`config.mk`:
```
export PLATFORM = sky130hd
export DESIGN_NAME = morse_tx_sequencer
export DESIGN_NICKNAME = d
export VERILOG_FILES = /design/src/rtl/morse_tx_sequencer.sv
export SDC_FILE = /design/constraint.sdc
export NUM_CORES = 1
export LEC_CHECK = 0
export BUFFER_PORTS_ARGS = -buffer_cell sky130_fd_sc_hd__buf_2
export CORE_ASPECT_RATIO = 1.4
export CORE_MARGIN = 2
export CORE_UTILIZATION = 60
export DETAILED_ROUTE_END_ITERATION = 10
export GPL_TIMING_DRIVEN = 0
export PLACE_DENSITY = 0.78
export SLEW_MARGIN = 10
export SYNTH_ARGS = -nofsm -noshare
export SYNTH_HDL_FRONTEND = slang
export SYNTH_SLANG_ARGS = --single-unit
```
`constraint.sdc`:
```
create_clock -name iCLK -period 4.1 [get_ports iCLK]
set_input_delay 0.205 -clock iCLK [delete_from_list [all_inputs] [get_ports iCLK]]
set_output_delay 0.205 -clock iCLK [all_outputs]
set_load 0.005 [all_outputs]
```
`src/rtl/morse_tx_sequencer.sv`:
```
// Morse transmit engine: character FIFO feeding a cycle-exact keying FSM.
// oLED/oCharDone are registered views of the FSM and trail the state by one cycle.
module morse_tx_sequencer #(
  parameter int UNIT_CYCLES    = 12_500_000,
  parameter int FIFO_DEPTH     = 8,
  parameter int DASH_UNITS     = 3,
  parameter int CHAR_GAP_UNITS = 3,
  parameter int WORD_GAP_UNITS = 7
) (
  input  logic                          iCLK,
  input  logic                          iRST,
  input  logic                          iEnable,
  input  logic                          iClear,
  input  logic [4:0]                    iChar,
  input  logic                          iValid,
  output logic                          oReady,
  output logic [$clog2(FIFO_DEPTH):0]   oLevel,
  output logic                          oLED,
  output logic                          oBusy,
  output logic [4:0]                    oCurChar,
  output logic                          oCharDone
);

  localparam int PW    = $clog2(FIFO_DEPTH);
  localparam int LW    = PW + 1;
  localparam int WG_U  = WORD_GAP_UNITS - CHAR_GAP_UNITS;
  localparam int M1_U  = (DASH_UNITS > CHAR_GAP_UNITS) ? DASH_UNITS : CHAR_GAP_UNITS;
  localparam int MAX_U = (M1_U > WG_U) ? M1_U : WG_U;
  localparam int TW    = $clog2(MAX_U * UNIT_CYCLES);

  localparam logic [TW-1:0] T_DOT  = TW'(UNIT_CYCLES - 1);
  localparam logic [TW-1:0] T_DASH = TW'(DASH_UNITS * UNIT_CYCLES - 1);
  localparam logic [TW-1:0] T_CG   = TW'(CHAR_GAP_UNITS * UNIT_CYCLES - 1);
  localparam logic [TW-1:0] T_WG   = TW'(WG_U * UNIT_CYCLES - 1);

  typedef enum logic [2:0] {
    S_IDLE, S_LOAD, S_MARK, S_EL_GAP, S_CHAR_GAP, S_WORD_GAP
  } state_t;

  // {len[2:0], pattern[3:0]} with pattern MSB-first, 1 = dash
  function automatic logic [6:0] morse_lut(input logic [4:0] c);
    case (c)
      5'd0:  morse_lut = {3'd2, 4'b0100};
      5'd1:  morse_lut = {3'd4, 4'b1000};
      5'd2:  morse_lut = {3'd4, 4'b1010};
      5'd3:  morse_lut = {3'd3, 4'b1000};
      5'd4:  morse_lut = {3'd1, 4'b0000};
      5'd5:  morse_lut = {3'd4, 4'b0010};
      5'd6:  morse_lut = {3'd3, 4'b1100};
      5'd7:  morse_lut = {3'd4, 4'b0000};
      5'd8:  morse_lut = {3'd2, 4'b0000};
      5'd9:  morse_lut = {3'd4, 4'b0111};
      5'd10: morse_lut = {3'd3, 4'b1010};
      5'd11: morse_lut = {3'd4, 4'b0100};
      5'd12: morse_lut = {3'd2, 4'b1100};
      5'd13: morse_lut = {3'd2, 4'b1000};
      5'd14: morse_lut = {3'd3, 4'b1110};
      5'd15: morse_lut = {3'd4, 4'b0110};
      5'd16: morse_lut = {3'd4, 4'b1101};
      5'd17: morse_lut = {3'd3, 4'b0100};
      5'd18: morse_lut = {3'd3, 4'b0000};
      5'd19: morse_lut = {3'd1, 4'b1000};
      5'd20: morse_lut = {3'd3, 4'b0010};
      5'd21: morse_lut = {3'd4, 4'b0001};
      5'd22: morse_lut = {3'd3, 4'b0110};
      5'd23: morse_lut = {3'd4, 4'b1001};
      5'd24: morse_lut = {3'd4, 4'b1011};
      5'd25: morse_lut = {3'd4, 4'b1100};
      default: morse_lut = 7'd0;
    endcase
  endfunction

  logic [4:0]    mem_q [FIFO_DEPTH];
  logic [PW-1:0] wp_q, rp_q;
  logic [LW-1:0] lvl_q;
  logic          push, pop;
  logic [4:0]    head;

  assign oReady = (lvl_q != LW'(FIFO_DEPTH));
  assign oLevel = lvl_q;
  assign head   = mem_q[rp_q];
  assign push   = iValid & oReady & ~iClear;

  always_ff @(posedge iCLK) begin
    if (push) mem_q[wp_q] <= iChar;
  end

  always_ff @(posedge iCLK) begin
    if (iRST || iClear) begin
      wp_q  <= '0;
      rp_q  <= '0;
      lvl_q <= '0;
    end else begin
      if (push) wp_q <= wp_q + PW'(1);
      if (pop)  rp_q <= rp_q + PW'(1);
      case ({push, pop})
        2'b10:   lvl_q <= lvl_q + LW'(1);
        2'b01:   lvl_q <= lvl_q - LW'(1);
        default: lvl_q <= lvl_q;
      endcase
    end
  end

  state_t        state_q, state_d;
  logic [TW-1:0] tmr_q, tmr_d;
  logic [4:0]    cur_q;
  logic [2:0]    len_q;
  logic [3:0]    pat_q;
  logic [1:0]    el_q;
  logic          led_q, led_d, done_q, done_d;
  logic          dash;

  assign dash = pat_q[2'd3 - el_q];

  always_comb begin
    state_d = state_q;
    pop     = 1'b0;
    done_d  = 1'b0;
    // Clear or disable abandons the current character without a done pulse
    if (iClear || !iEnable) begin
      state_d = S_IDLE;
    end else begin
      case (state_q)
        S_IDLE: if (lvl_q != '0) begin
          pop     = 1'b1;
          state_d = S_LOAD;
        end
        S_LOAD: begin
          if (cur_q <= 5'd25)      state_d = S_MARK;
          else if (cur_q == 5'd26) state_d = S_WORD_GAP;
          else                     state_d = S_IDLE;
        end
        S_MARK: if (tmr_q == (dash ? T_DASH : T_DOT))
          state_d = (({1'b0, el_q} + 3'd1) < len_q) ? S_EL_GAP : S_CHAR_GAP;
        S_EL_GAP: if (tmr_q == T_DOT) state_d = S_MARK;
        S_CHAR_GAP: if (tmr_q == T_CG) begin
          state_d = S_IDLE;
          done_d  = 1'b1;
        end
        S_WORD_GAP: if (tmr_q == T_WG) begin
          state_d = S_IDLE;
          done_d  = 1'b1;
        end
        default: state_d = S_IDLE;
      endcase
    end
    tmr_d = (state_d != state_q || state_q == S_IDLE) ? '0 : tmr_q + TW'(1);
    led_d = (state_q == S_MARK) && iEnable && !iClear;
  end

  always_ff @(posedge iCLK) begin
    if (iRST) begin
      state_q <= S_IDLE;
      tmr_q   <= '0;
      cur_q   <= '0;
      len_q   <= '0;
      pat_q   <= '0;
      el_q    <= '0;
      led_q   <= 1'b0;
      done_q  <= 1'b0;
    end else begin
      state_q <= state_d;
      tmr_q   <= tmr_d;
      led_q   <= led_d;
      done_q  <= done_d;
      if (pop) begin
        cur_q          <= head;
        {len_q, pat_q} <= morse_lut(head);
        el_q           <= '0;
      end else if (state_d == S_IDLE) begin
        cur_q <= '0;
      end
      if (state_q == S_EL_GAP && state_d == S_MARK) el_q <= el_q + 2'd1;
    end
  end

  assign oLED      = led_q;
  assign oCharDone = done_q;
  assign oBusy     = (state_q != S_IDLE);
  assign oCurChar  = cur_q;

endmodule
```
==> impl_metrics.sql <==
INSERT INTO impl_metrics (metric_group, metric, value, unit) VALUES
('die', 'placementRows', '40', ''),
('timing', 'finalMaxSlewViolations', '0', ''),
('grt', 'grt.overflow.total', '0', ''),
('worst_setup_path', 'cp-end-kind', 'flop', ''),
('worst_setup_path', 'cp_required', '4380', 'ps'),
('timing', 'final.setup.tns', '0', 'ps'),
('logic_synthesis', 'synth_seq_area_share', '0.459', ''),
('logic_synthesis', 'netlist-cell-type-count', '68', ''),
('final_layout', 'register_area', '2360', 'µm²'),
('clock_network', 'clk-insertion-delay-late', '350', 'ps'),
('grt', 'grt_pass1_vias', '3848', ''),
('logic_synthesis', 'synth.avg_cell_area', '10.0', 'µm²'),
('die', 'fp.dieW', '82.2', 'µm'),
('logic_synthesis', 'yosys_warnings', '0', ''),
('timing', 'period_needed', '3560', 'ps'),
('worst_hold_path', 'min_path_type', 'in2reg', ''),
('logic_synthesis', 'synth-edff-count', '40', ''),
('logic_synthesis', 'synth_top_area_frac', '0.234', ''),
('worst_setup_path', 'crit_path_start_kind', 'flop', ''),
('logic_synthesis', 'synth_top_flop_cell', 'sky130_fd_sc_hd__dfxtp_1', ''),
('grt', 'grt_start_max_net_pins', '18', ''),
('logic_synthesis', 'synth.largest_area_cell', 'sky130_fd_sc_hd__edfxtp_1', ''),
('worst_setup_path', 'crit_path_cell_trace', 'clkbuf_1, or3_1, or3_1, inv_1, clkbuf_1, ha_1, ha_1, a21o_1, a21oi_1, xnor2_1, or3_1, a21oi_1', ''),
('clock_network', 'clk_transition_reported_paths', '70', 'ps'),
('clock_network', 'clockRootBuffer', 'sky130_fd_sc_hd__clkbuf_16', ''),
('route', 'totalWireLength', '11.4', 'mm'),
('clock_network', 'cts_buffer_depth', '2', ''),
('grt', 'track_usage', '0.261', ''),
('worst_setup_path', 'wp_data_arrival', '3840', 'ps'),
('run', 'max-cap-violations', '0', ''),
('final_layout', 'footprint_of_the_multi_input_gates', '2610', 'µm²'),
('final_layout', 'fillerInstances', '705', ''),
('die', 'die_h', '114', 'µm'),
('worst_setup_path', 'critical_path.max_stage_delay', '480', 'ps'),
('place', 'post-place-cells', '639', ''),
('final_layout', 'antenna_cells_inserted', '0', ''),
('die', 'initial_utilization', '0.608', ''),
('worst_setup_path', 'timing.critical_path.mode_cell', 'sky130_fd_sc_hd__or3_1', ''),
('final_layout', 'final_net_count', '571', ''),
('grt', 'grt_pass1_wl', '18.4', 'mm'),
('route', 'remaining_drc_errors', '0', ''),
('pwr', 'cellLeakagePower', '1.95', 'nW'),
('die', 'fp.dieArea', '9340', 'µm²'),
('final_layout', 'area_delta_synth_final', '10.6', '%'),
('route', 'vias', '3983', ''),
('timing', 'max-slew-margin-rel', '0.369', ''),
('place', 'place_hpwl', '8.54', 'mm'),
('timing', 'unrepaired_setup_endpoints_after_global_routing', 'no', ''),
('timing', 'clock-skew-final', '5.89', 'ps'),
('logic_synthesis', 'asyncSetResetFlopFracSynth', '0', ''),
('final_layout', 'drive_gt1_frac', '0.140', ''),
('logic_synthesis', 'netlist_top_cells_count', 'sky130_fd_sc_hd__dfxtp_1 (58), sky130_fd_sc_hd__nand2_1 (55), sky130_fd_sc_hd__nor2_1 (48)', ''),
('route', 'post_dr_wirelength_cell', '17.4', 'µm'),
('timing', 'worst-slew-pin-transition', '940', 'ps'),
('final_layout', 'postLayoutCellArea', '5680', 'µm²'),
('logic_synthesis', 'synth.top_cells.by_area', 'sky130_fd_sc_hd__edfxtp_1 (23%), sky130_fd_sc_hd__dfxtp_1 (23%), sky130_fd_sc_hd__nand2_1 (4.0%)', ''),
('die', 'core-area', '8460', 'µm²'),
('clock_network', 'tritoncts_clock_tree', 'done', ''),
('route', 'antenna_left', '0', ''),
('place', 'placer_congestion', '0.970', ''),
('place', 'numPortBuffers', '22', ''),
('worst_setup_path', 'critPathSlowestCell', 'sky130_fd_sc_hd__or3_1', ''),
('clock_network', 'cts_resized', '0', ''),
('pwr', 'power_per_cell_area', '344', 'nW/µm²'),
('clock_network', 'postCtsSetupBuffers', '0', ''),
('logic_synthesis', 'postSynthNetCount', '538', ''),
('final_layout', 'post_layout_nonfiller_instances', '655', ''),
('route', 'drt_iter0_markers', '282', ''),
('die', 'num_io_pins', '23', ''),
('pwr', 'ir_worst_vdd', '0.334', 'mV'),
('outcome', 'outcome', 'finished, final reports clean', '');
layout by cell type (no fill, tap or decap), drive strengths merged, types with 6 or more instances in the layout:
cell type	count
clkbuf	28
inv	15
dfxtp	58
ha	15
mux2i	17
and3	10
edfxtp	40
and4	8
nor3	33
buf	28
nand2	55
mux4	6
nand3	19
nand4	12
xor2	8
a21oi	18
nand2b	7
xnor2	23
nor2b	8
o21ai	7
nor2	48
worst max-delay path, delay by kind of cell, from the launching register on:
| kind | cells | cell delay (ps) |
|---|---|---|
| buffers and inverters | 3 | 780 |
| xor gates and xnor gates | 1 | 100 |
| adders and majority gates | 2 | 550 |
| and+or+nand+nor | 3 | 1260 |
| AOI/OAI and AO/OA | 3 | 500 |
| DFF | 1 | 320 |
state kept, by name, summed over array words and instances, names as in the netlist, named ones only:
name and cells:
mem_q 40, oLevel 4, oCurChar 5, pat_q 4
tmr_q 26, len_q 3, el_q 2, oLED 1
oCharDone 1, wp_q 3, rp_q 3, state_q 3
layout make-up:
| type | count | area share |
|---|---|---|
| Timing Repair Buffer | 22 | 0.0194 |
| Clock inverter | 7 | 0.0134 |
| Inverter | 13 | 0.00858 |
| Multi-Input combinational cell | 376 | 0.460 |
| Buffer | 25 | 0.0207 |
| Tap cell | 105 | 0.0231 |
| Clock buffer | 9 | 0.0396 |
| Sequential cell | 98 | 0.416 |
final timing paths:
kind / cells past startpoint / from / end / slack (ps)
hold / removal: 1 / iChar[2] / mem_q[7][2] / 130
setup / recovery: 12 / state_q[0] / oLevel[3] / 540
hold reg to reg: 1 / tmr_q[0] / tmr_q[0] / 450
setup reg to reg: 12 / state_q[0] / oLevel[3] / 540
layer usage:
metal	share of wire	vias up	global-route usage
met4	0.027	0	0.120
li1	-	1950	-
met3	0.038	31	0.0435
met2	0.56	108	0.494
met5	0	-	0
met1	0.37	1894	0.268
power by group:
part           internal (W)  switching [W]
registers           0.00102     0.00000338
logic             0.0000290      0.0000545
clock network      0.000478       0.000370
through the flow:
stage	worst slack (ps)	power (W)	hold WS, ps	utilization
finish	539	0.00195	127	0.672
CTS	561	0.00196	125	0.672
global placement	680	0.00112	440	0.636
global route	349	0.00201	133	0.672
detailed placement	583	0.00113	446	0.636
floorplan	1070	0.00110	304	-
logic make-up (layout without fill, tap and decap cells):
logic type | count (synthesis) | count (layout) | share of synthesized area
simple gates | 231 | 231 | 0.239
flops | 98 | 98 | 0.459
compound gates | 70 | 70 | 0.106
buf+inv | 38 | 76 | 0.0324
xor+xnor | 31 | 31 | 0.0528
mux | 28 | 28 | 0.0703
fa+ha+maj | 16 | 16 | 0.0404
(Power assumes the default switching activity.)
